### config.mk
export PLATFORM = sky130hd
export DESIGN_NAME = rr_bus_arbiter_flat
export DESIGN_NICKNAME = d
export VERILOG_FILES = /design/src/rtl/rr_bus_arbiter_if.sv /design/src/rtl/rr_bus_arbiter.sv /design/src/flat_wrapper.sv
export SDC_FILE = /design/constraint.sdc
export NUM_CORES = 1
export LEC_CHECK = 0
export ABC_AREA = 1
export CORE_UTILIZATION = 52
export DETAILED_ROUTE_END_ITERATION = 8
export HOLD_SLACK_MARGIN = 0.12
export MAX_ROUTING_LAYER = met4
export PLACE_DENSITY = 0.85
export RECOVER_POWER = 100
export SETUP_SLACK_MARGIN = 0.2
export SYNTH_ARGS = -nofsm -noshare
export SYNTH_HDL_FRONTEND = slang
export SYNTH_SLANG_ARGS = --single-unit
### constraint.sdc
create_clock -name clk -period 4.2 [get_ports clk]
set_clock_uncertainty 0.15 [all_clocks]
set_input_delay 0.84 -clock clk [delete_from_list [all_inputs] [get_ports clk]]
set_output_delay 0.84 -clock clk [all_outputs]
set_load 0.05 [all_outputs]
### src/rtl/rr_bus_arbiter_if.sv
// Request/grant bundle between the masters and rr_bus_arbiter.
// master = requester side, slave = arbiter side.
interface rr_bus_arbiter_if #(
   parameter int N_REQ = 4
) ();
   localparam int ID_W = $clog2(N_REQ);

   logic [N_REQ-1:0] req;
   logic [N_REQ-1:0] grant;
   logic [ID_W-1:0]  grant_id;
   logic             busy;
   logic [ID_W-1:0]  prio_ptr;
   logic             forced_rel;

   modport master (
      output req,
      input  grant, grant_id, busy, prio_ptr, forced_rel
   );

   modport slave (
      input  req,
      output grant, grant_id, busy, prio_ptr, forced_rel
   );
endinterface

### src/rtl/rr_bus_arbiter.sv
// N-requester round-robin arbiter with registered one-hot grant and a one-cycle turnaround.
// Optional hold-time revocation is compiled in with RR_ARB_TIMEOUT_EN.
module rr_bus_arbiter #(
   parameter int N_REQ    = 4,
   parameter int MAX_HOLD = 8
) (
   input logic           clk,
   input logic           rst,
   rr_bus_arbiter_if.slave bus
);
   localparam int ID_W = $clog2(N_REQ);
   localparam logic [N_REQ-1:0] ONE_HOT0 = {{(N_REQ-1){1'b0}}, 1'b1};

   typedef enum logic [1:0] {
      IDLE    = 2'b00,
      GRANT   = 2'b01,
      RELEASE = 2'b10
   } state_t;

   if (N_REQ < 2 || N_REQ > 16 || MAX_HOLD < 2) begin : g_bad_param
      $error("rr_bus_arbiter: illegal N_REQ/MAX_HOLD");
   end

   state_t           state_r;
   logic [N_REQ-1:0] grant_r;
   logic [ID_W-1:0]  grant_id_r;
   logic [ID_W-1:0]  prio_ptr_r;
   logic             busy_r;

   logic             win_found_s;
   logic [ID_W-1:0]  win_id_s;
   logic             drop_s;
   logic             timeout_s;

   function automatic logic [ID_W-1:0] next_idx(input logic [ID_W-1:0] id);
      logic [ID_W-1:0] nxt;
      if (id == ID_W'(N_REQ - 1)) begin
         nxt = {ID_W{1'b0}};
      end else begin
         nxt = id + ID_W'(1);
      end
      return nxt;
   endfunction

   // rotating-priority search; walking from lowest to highest priority lets the last hit win
   always_comb begin
      int              k;
      logic [ID_W-1:0] idx;
      k           = 0;
      idx         = {ID_W{1'b0}};
      win_found_s = 1'b0;
      win_id_s    = {ID_W{1'b0}};
      for (int i = N_REQ - 1; i >= 0; i--) begin
         k   = (int'(prio_ptr_r) + i) % N_REQ;
         idx = ID_W'(k);
         if (bus.req[idx]) begin
            win_found_s = 1'b1;
            win_id_s    = idx;
         end else begin
            win_found_s = win_found_s;
            win_id_s    = win_id_s;
         end
      end
   end

   assign drop_s = ~bus.req[grant_id_r];

`ifdef RR_ARB_TIMEOUT_EN
   localparam int HOLD_W = $clog2(MAX_HOLD + 1);

   logic [HOLD_W-1:0] hold_r;
   logic [HOLD_W-1:0] hold_inc_s;
   logic              forced_rel_r;

   // saturating hold count including the current cycle; revoke only when someone else waits
   always_comb begin
      if (hold_r < HOLD_W'(MAX_HOLD)) begin
         hold_inc_s = hold_r + HOLD_W'(1);
      end else begin
         hold_inc_s = hold_r;
      end
      timeout_s = (hold_inc_s == HOLD_W'(MAX_HOLD)) &&
                  ((bus.req & ~grant_r) != {N_REQ{1'b0}});
   end

   // hold counter and forced-release pulse
   always_ff @(posedge clk or negedge rst) begin
      if (!rst) begin
         hold_r       <= {HOLD_W{1'b0}};
         forced_rel_r <= 1'b0;
      end else begin
         forced_rel_r <= (state_r == GRANT) && !drop_s && timeout_s;
         if (state_r == GRANT) begin
            hold_r <= hold_inc_s;
         end else begin
            hold_r <= {HOLD_W{1'b0}};
         end
      end
   end

   assign bus.forced_rel = forced_rel_r;
`else
   assign timeout_s      = 1'b0;
   assign bus.forced_rel = 1'b0;
`endif

   // arbitration FSM with registered grant outputs
   always_ff @(posedge clk or negedge rst) begin
      if (!rst) begin
         state_r    <= IDLE;
         grant_r    <= {N_REQ{1'b0}};
         grant_id_r <= {ID_W{1'b0}};
         busy_r     <= 1'b0;
         prio_ptr_r <= {ID_W{1'b0}};
      end else begin
         case (state_r)
            IDLE, RELEASE: begin
               if (win_found_s) begin
                  state_r    <= GRANT;
                  grant_r    <= ONE_HOT0 << win_id_s;
                  grant_id_r <= win_id_s;
                  busy_r     <= 1'b1;
               end else begin
                  state_r    <= IDLE;
                  grant_r    <= {N_REQ{1'b0}};
                  grant_id_r <= {ID_W{1'b0}};
                  busy_r     <= 1'b0;
               end
            end
            GRANT: begin
               if (drop_s || timeout_s) begin
                  state_r    <= RELEASE;
                  grant_r    <= {N_REQ{1'b0}};
                  grant_id_r <= {ID_W{1'b0}};
                  busy_r     <= 1'b0;
                  prio_ptr_r <= next_idx(grant_id_r);
               end else begin
                  state_r    <= GRANT;
               end
            end
            default: begin
               state_r    <= IDLE;
               grant_r    <= {N_REQ{1'b0}};
               grant_id_r <= {ID_W{1'b0}};
               busy_r     <= 1'b0;
            end
         endcase
      end
   end

   assign bus.grant    = grant_r;
   assign bus.grant_id = grant_id_r;
   assign bus.busy     = busy_r;
   assign bus.prio_ptr = prio_ptr_r;
endmodule
### src/flat_wrapper.sv
// flat-port wrapper written by rule: the top's interface ports become plain ports
module rr_bus_arbiter_flat 
#(
   parameter int N_REQ    = 4,
   parameter int MAX_HOLD = 8
)
  (clk, rst, bus_req, bus_grant, bus_grant_id, bus_busy, bus_prio_ptr, bus_forced_rel);
  rr_bus_arbiter_if #(.N_REQ(N_REQ)) bus_i ();
  input logic clk;
  input logic rst;
  input wire logic [$bits(bus_i.req)-1:0] bus_req;
  output wire logic [$bits(bus_i.grant)-1:0] bus_grant;
  output wire logic [$bits(bus_i.grant_id)-1:0] bus_grant_id;
  output wire logic [$bits(bus_i.busy)-1:0] bus_busy;
  output wire logic [$bits(bus_i.prio_ptr)-1:0] bus_prio_ptr;
  output wire logic [$bits(bus_i.forced_rel)-1:0] bus_forced_rel;
  assign bus_i.req = bus_req;
  assign bus_grant = bus_i.grant;
  assign bus_grant_id = bus_i.grant_id;
  assign bus_busy = bus_i.busy;
  assign bus_prio_ptr = bus_i.prio_ptr;
  assign bus_forced_rel = bus_i.forced_rel;
  rr_bus_arbiter #(.N_REQ(N_REQ), .MAX_HOLD(MAX_HOLD)) u_core (.clk(clk), .rst(rst), .bus(bus_i));
endmodule
==> impl_metrics.tcl, run 1 <==
set metrics [dict create \
    drive_above_1_share_pct 14.5 \
    crit_chain "dlygate4sd3_1" \
    ir_drop_mv 0.483 \
    num_rows 13 \
    crit_path_max_fanout 11 \
    crit_buf_inv 1 \
    fin_tns_setup_ps 0 \
    setup_viol 0 \
    drt_iter0_markers 8 \
    ys_seq_area_share_pct 36.5 \
    cpMaxStageDelayCell "dlygate4sd3_1" \
    p_sw_mw 0.452 \
    worstMarginPinSlew_ps 508 \
    die_y_um 40.1 \
    switching_share_pct 55.7 \
    yosysTopAreaCell "dfrtp_1" \
    ios 16 \
    vias 675 \
    cts.sinks 11 \
    avgSynthCellArea_um2 6.99 \
    syn_area_um2 754 \
    routed_wl_um 1490 \
    multi_input_area_um2 382 \
    final_nets 132 \
    crit_type "flip-flop to output pin" \
    cp_top_family "buffers and inverters" \
    grtUsageTotal_pct 24.1 \
    critPathLaunch "u_core.bus.prio_ptr[0]" \
    synthCells 108 \
    synth_nets 115 \
    cp.arrival_ps 1800 \
    worstSetupStartpointType "flip-flop" \
    finalCritPeriodShare_pct 66.5 \
    drcViolationCount 0 \
    period_minus_slack_ps 2790 \
    grt_antenna_before_repair 0 \
    synth-seq-cells 11 \
    fill_cells 125 \
    power.total_mw 0.812 \
    power_density_nw_per_um2 895 \
    endpoint_kind "output pin" \
    drtPass1Iterations 4 \
    place.gp.congestion 0.783 \
    antenna_cells 0 \
    fin_util_pct 68.9 \
    power_leakage_nw 0.531 \
    grt_overflow 0 \
    worstHoldStart "u_core.bus.grant[3]" \
    die_w_um 40.1 \
    ctsRootBufferMaster "clkbuf_4" \
    slew_headroom_pct 66.0 \
    avgViaCountPerCell 4.86 \
    p_seq_share_pct 24.7 \
    avgRoutedWirePerCell_um 10.7 \
    max_stage_delay_ps 940 \
    hp-class "flip-flop to flip-flop" \
    worstReg2RegStart "u_core.bus.prio_ptr[0]" \
    finalHoldViolations 0 \
    ys_types 20 \
    clk_pin_slew_ps 70 \
    post-cts-setup-buffers 0 \
    regArea_um2 275 \
    clkLatencyLatePin_ps 270 \
    port_buffers 14 \
    timing.fmax_mhz 358 \
    cts_tree "built" \
    ant_nets 0 \
    rsz0062_at_grt "false" \
    intPower_mw 0.360 \
    power_frac_comb_pct 66.6 \
    maxCapViolCount 0 \
    syn_to_final_growth_pct 20.2 \
    cts_made_buffers 3 \
    clk_path_buf_depth 2 \
    grt_pass1_wl_um 2410 \
    ctsResizeCount 0 \
    grt_pass1_vias 610 \
    coreArea_um2 1320 \
    grt_max_degree 12 \
    ys_top_cells_by_area "dfrtp_1 (36%), nand2_1 (18%), nand2_2 (9.1%)" \
    yosys_warnings 0 \
    start_util_pct 57.3 \
    power_frac_clock_pct 8.7 \
    place_hpwl_um 1200 \
    yosysTopAreaCellShare_pct 36.5 \
    die_area_um2 1610 \
    cts_hold_buf 0 \
    h-tree-depth 1 \
    status "complete, no violations" \
    drv_slew 0 \
    required_ps 3210 \
]
==> layout by cell type, fill, tap and decap left out <==
cell and count:
nor2_1 7, and2_0 1, ha_1 1, o21bai_2 1
clkbuf_1 1, clkdlybuf4s50_1 2, a21oi_1 3, conb_1 1
inv_2 1, clkinv_1 1, dfrtp_1 11, inv_1 13
and2_4 1, inv_6 1, nand3_1 8, o21ai_0 5
o31ai_1 1, dlygate4sd3_1 12, nand2_1 39, nand2_2 9
nand2_4 2, clkbuf_4 3
==> cells by family (layout without fill, tap and decap cells) <==
logic type / after synthesis / after routing / synth area share [%]
simple gates: 67 / 67 / 42.0
buf+inv: 18 / 34 / 11.1
flops: 11 / 11 / 36.5
compound gates: 10 / 10 / 8.29
fa+ha+maj: 1 / 1 / 1.66
other cells: 1 / 1 / 0.497
==> routing by layer <==
metal	global-route usage (%)	vias to the layer above	wire length [um]
met5	-	-	0
met4	15.5	0	41
met3	3.33	5	47
met2	38.7	10	715
met1	28.1	301	681
li1	-	359	-
==> path summary, 6_finish.rpt <==
check | to | slack (ps) | depth (start not counted)
max | bus_prio_ptr[0] | 1410 | 1
min in group asynchronous | u_core.bus.grant[0] | 810 | 1
min | u_core.bus.grant[3] | 330 | 2
max in group asynchronous | u_core.bus.prio_ptr[1] | 2750 | 1
max reg2reg | u_core.bus.grant[2] | 2370 | 10
min reg2reg | u_core.bus.grant[3] | 330 | 2
==> through the flow <==
stage / cells / worst slack (ps) / hold WS (ps) / cell area, um^2
floorplan: 108 / 2400 / 356 / 754
global placement: 135 / 1740 / 313 / 895
detailed placement: 135 / 1740 / 319 / 895
CTS: 139 / 1440 / 340 / 921
global route: 139 / 1360 / 346 / 907
finish: 139 / 1410 / 332 / 907
==> registers in the layout, summed over array words and instances, names as in the netlist <==
signal / flops
u_core.bus.grant: 4
u_core.bus.busy: 1
u_core.bus.prio_ptr: 2
u_core.bus.grant_id: 2
u_core.state_r: 2
==> power groups by stage <==
stage	registers [mW]	clock network (mW)	logic, mW
floorplan	0.300	0	0.352
global placement	0.202	0	0.565
detailed placement	0.204	0	0.574
CTS	0.202	0.0723	0.579
global route	0.207	0.0746	0.603
finish	0.200	0.0707	0.541
==> Yosys cell counts <==
cell type and n:
nand2_1 37, inv_1 13, dfrtp_1 11, nand2_2 11
nand3_1 8, nor2_1 6, o21ai_0 4, a21oi_1 3
and2_4 2, inv_2 2, nand2_4 2, buf_4 1
buf_6 1, conb_1 1, ha_1 1, inv_6 1
nor2_2 1, o21ai_2 1, o21bai_2 1, o31ai_1 1
==> layout make-up <==
| cell class | count | share of cell area [%] |
|---|---|---|
| clock buffer | 4 | 2.90 |
| multi-input combinational | 79 | 42.1 |
| timing repair buffer | 14 | 15.4 |
| sequential | 11 | 30.3 |
| inverter | 16 | 7.17 |
| tap | 15 | 2.07 |
Power figures use the tool's default switching activity.
==> run 2, diff against run 1 <==
CORE_UTILIZATION = 44   (was 52)
PLACE_DENSITY = 0.77   (was 0.85)
clock period = 2.25 ns   (was 4.2 ns; I/O delays follow)
==> run 2 against run 1 <==
Against the previous run:
- sequential share of layout area rose by 0.60 points
- critical endpoint is now bus_busy
- non-clock buffer count did not move
- combinational power up 87%
- power rose by 85%
- largest cell class unchanged
- worst hold slack better by 0.58 ps
- the flow now finishes with violations (DRC)
- via count down 1.0%
==> impl_metrics.tcl, run 2 (synthesized netlist as in run 1, its figures left out) <==
set metrics [dict create \
    antenna_cells 0 \
    vias 668 \
    final_nets 132 \
    die_y_um 43.4 \
    drt_iter0_markers 6 \
    ios 16 \
    power_density_nw_per_um2 1690 \
    grt_overflow 0 \
    finalCritPeriodShare_pct 91.8 \
    drv_slew 0 \
    crit_chain "dlygate4sd3_1" \
    slew_headroom_pct 60.2 \
    endpoint_kind "output pin" \
    drcViolationCount 3 \
    die_area_um2 1880 \
    grtUsageTotal_pct 18.8 \
    ant_nets 0 \
    num_rows 14 \
    drive_above_1_share_pct 16.1 \
    syn_to_final_growth_pct 17.9 \
    power_leakage_nw 0.529 \
    max_stage_delay_ps 870 \
    worstMarginPinSlew_ps 599 \
    regArea_um2 275 \
    crit_buf_inv 1 \
    hp-class "flip-flop to flip-flop" \
    cts_tree "built" \
    avgRoutedWirePerCell_um 10.4 \
    grt_antenna_before_repair 0 \
    final_cell_mix "nand2_1 (40), inv_1 (13), dfrtp_1 (11)" \
    timing.fmax_mhz 484 \
    failed_checks "DRC" \
    ctsRootBufferMaster "clkbuf_4" \
    drtPass1Iterations 6 \
    critPathLaunch "u_core.bus.busy" \
    cts_hold_buf 0 \
    multi_input_area_um2 385 \
    setup_ws_ps 184 \
    maxCapViolCount 0 \
    place.gp.congestion 0.809 \
    cts.sinks 11 \
    die_w_um 43.4 \
    clk_pin_slew_ps 70 \
    required_ps 1650 \
    cp.arrival_ps 1470 \
    clk_path_buf_depth 2 \
    place_hpwl_um 1220 \
    fin_tns_setup_ps 0 \
    cts_made_buffers 3 \
    status "complete, but fails checks" \
    avgViaCountPerCell 4.77 \
    setup_viol 0 \
    finalHoldViolations 0 \
    clkLatencyLatePin_ps 250 \
    cpMaxStageDelayCell "dlygate4sd3_1" \
    fin_util_pct 57.1 \
    worstHoldStart "u_core.bus.busy" \
    coreArea_um2 1560 \
    place_ws_ps 209 \
    grt_pass1_wl_um 2570 \
    worstReg2RegStart "u_core.bus.prio_ptr[0]" \
    largest_reg_flops 4 \
    crit_path_max_fanout 2 \
    grt_pass1_vias 639 \
    ir_drop_mv 0.785 \
    port_buffers 14 \
    rsz0062_at_grt "false" \
    routed_wl_um 1450 \
    period_minus_slack_ps 2070 \
    start_util_pct 48.4 \
    whs_ps 333 \
    final_common_cell "nand2_1" \
    crit_type "flip-flop to output pin" \
    worstSetupStartpointType "flip-flop" \
    fill_cells 146 \
    h-tree-depth 1 \
    cp_top_family "buffers and inverters" \
    grt_max_degree 12 \
]
[run 2: timing repair]
action	4_1_cts	5_1_grt
setup endpoints to repair	3	2
buffers inserted	0	0
pin swaps	0	0
resized for setup	3	2
hold endpoints to repair	0	0
gates cloned	0	0
[run 2: cell type report]
type,instances,area share (%)
Clock buffer,4,2.95
Multi-Input combinational cell,79,43.3
Sequential cell,11,30.9
Inverter,16,7.31
Timing Repair Buffer,14,13.2
Tap cell,16,2.25
[run 2: per-layer routing]
layer | up-vias | wire [um] | global-route usage, %
met5 | - | 0 | -
met1 | 300 | 723 | 22.9
met4 | 0 | 10 | 5.63
li1 | 360 | - | -
met3 | 2 | 25 | 2.50
met2 | 6 | 693 | 32.4
[run 2: final timing paths]
kind	endpoint	slack, ps	cells after the start
min in group asynchronous	u_core.bus.grant_id[0]	440	1
worst max register to register	u_core.bus.grant[1]	350	11
max in group asynchronous	u_core.state_r[0]	1190	1
worst min-delay path	u_core.bus.busy	330	2
worst max-delay path	bus_busy	180	1
worst min register to register	u_core.bus.busy	330	2
[run 2: through the flow]
step                      power [mW]  instances  cell area (um^2)
final                           1.51        140               890
after global routing            1.66        140               890
after CTS                       1.57        140               916
after detailed placement        1.46        136               893
after global placement          1.43        136               893
after floorplan                 1.22        108               754
[run 2: power breakdown]
part	switching, mW	total, mW	internal [mW]
sequential	0.0905	0.374	0.284
combinational	0.698	1.01	0.307
clock	0.0566	0.125	0.0683
total	0.846	1.51	0.660
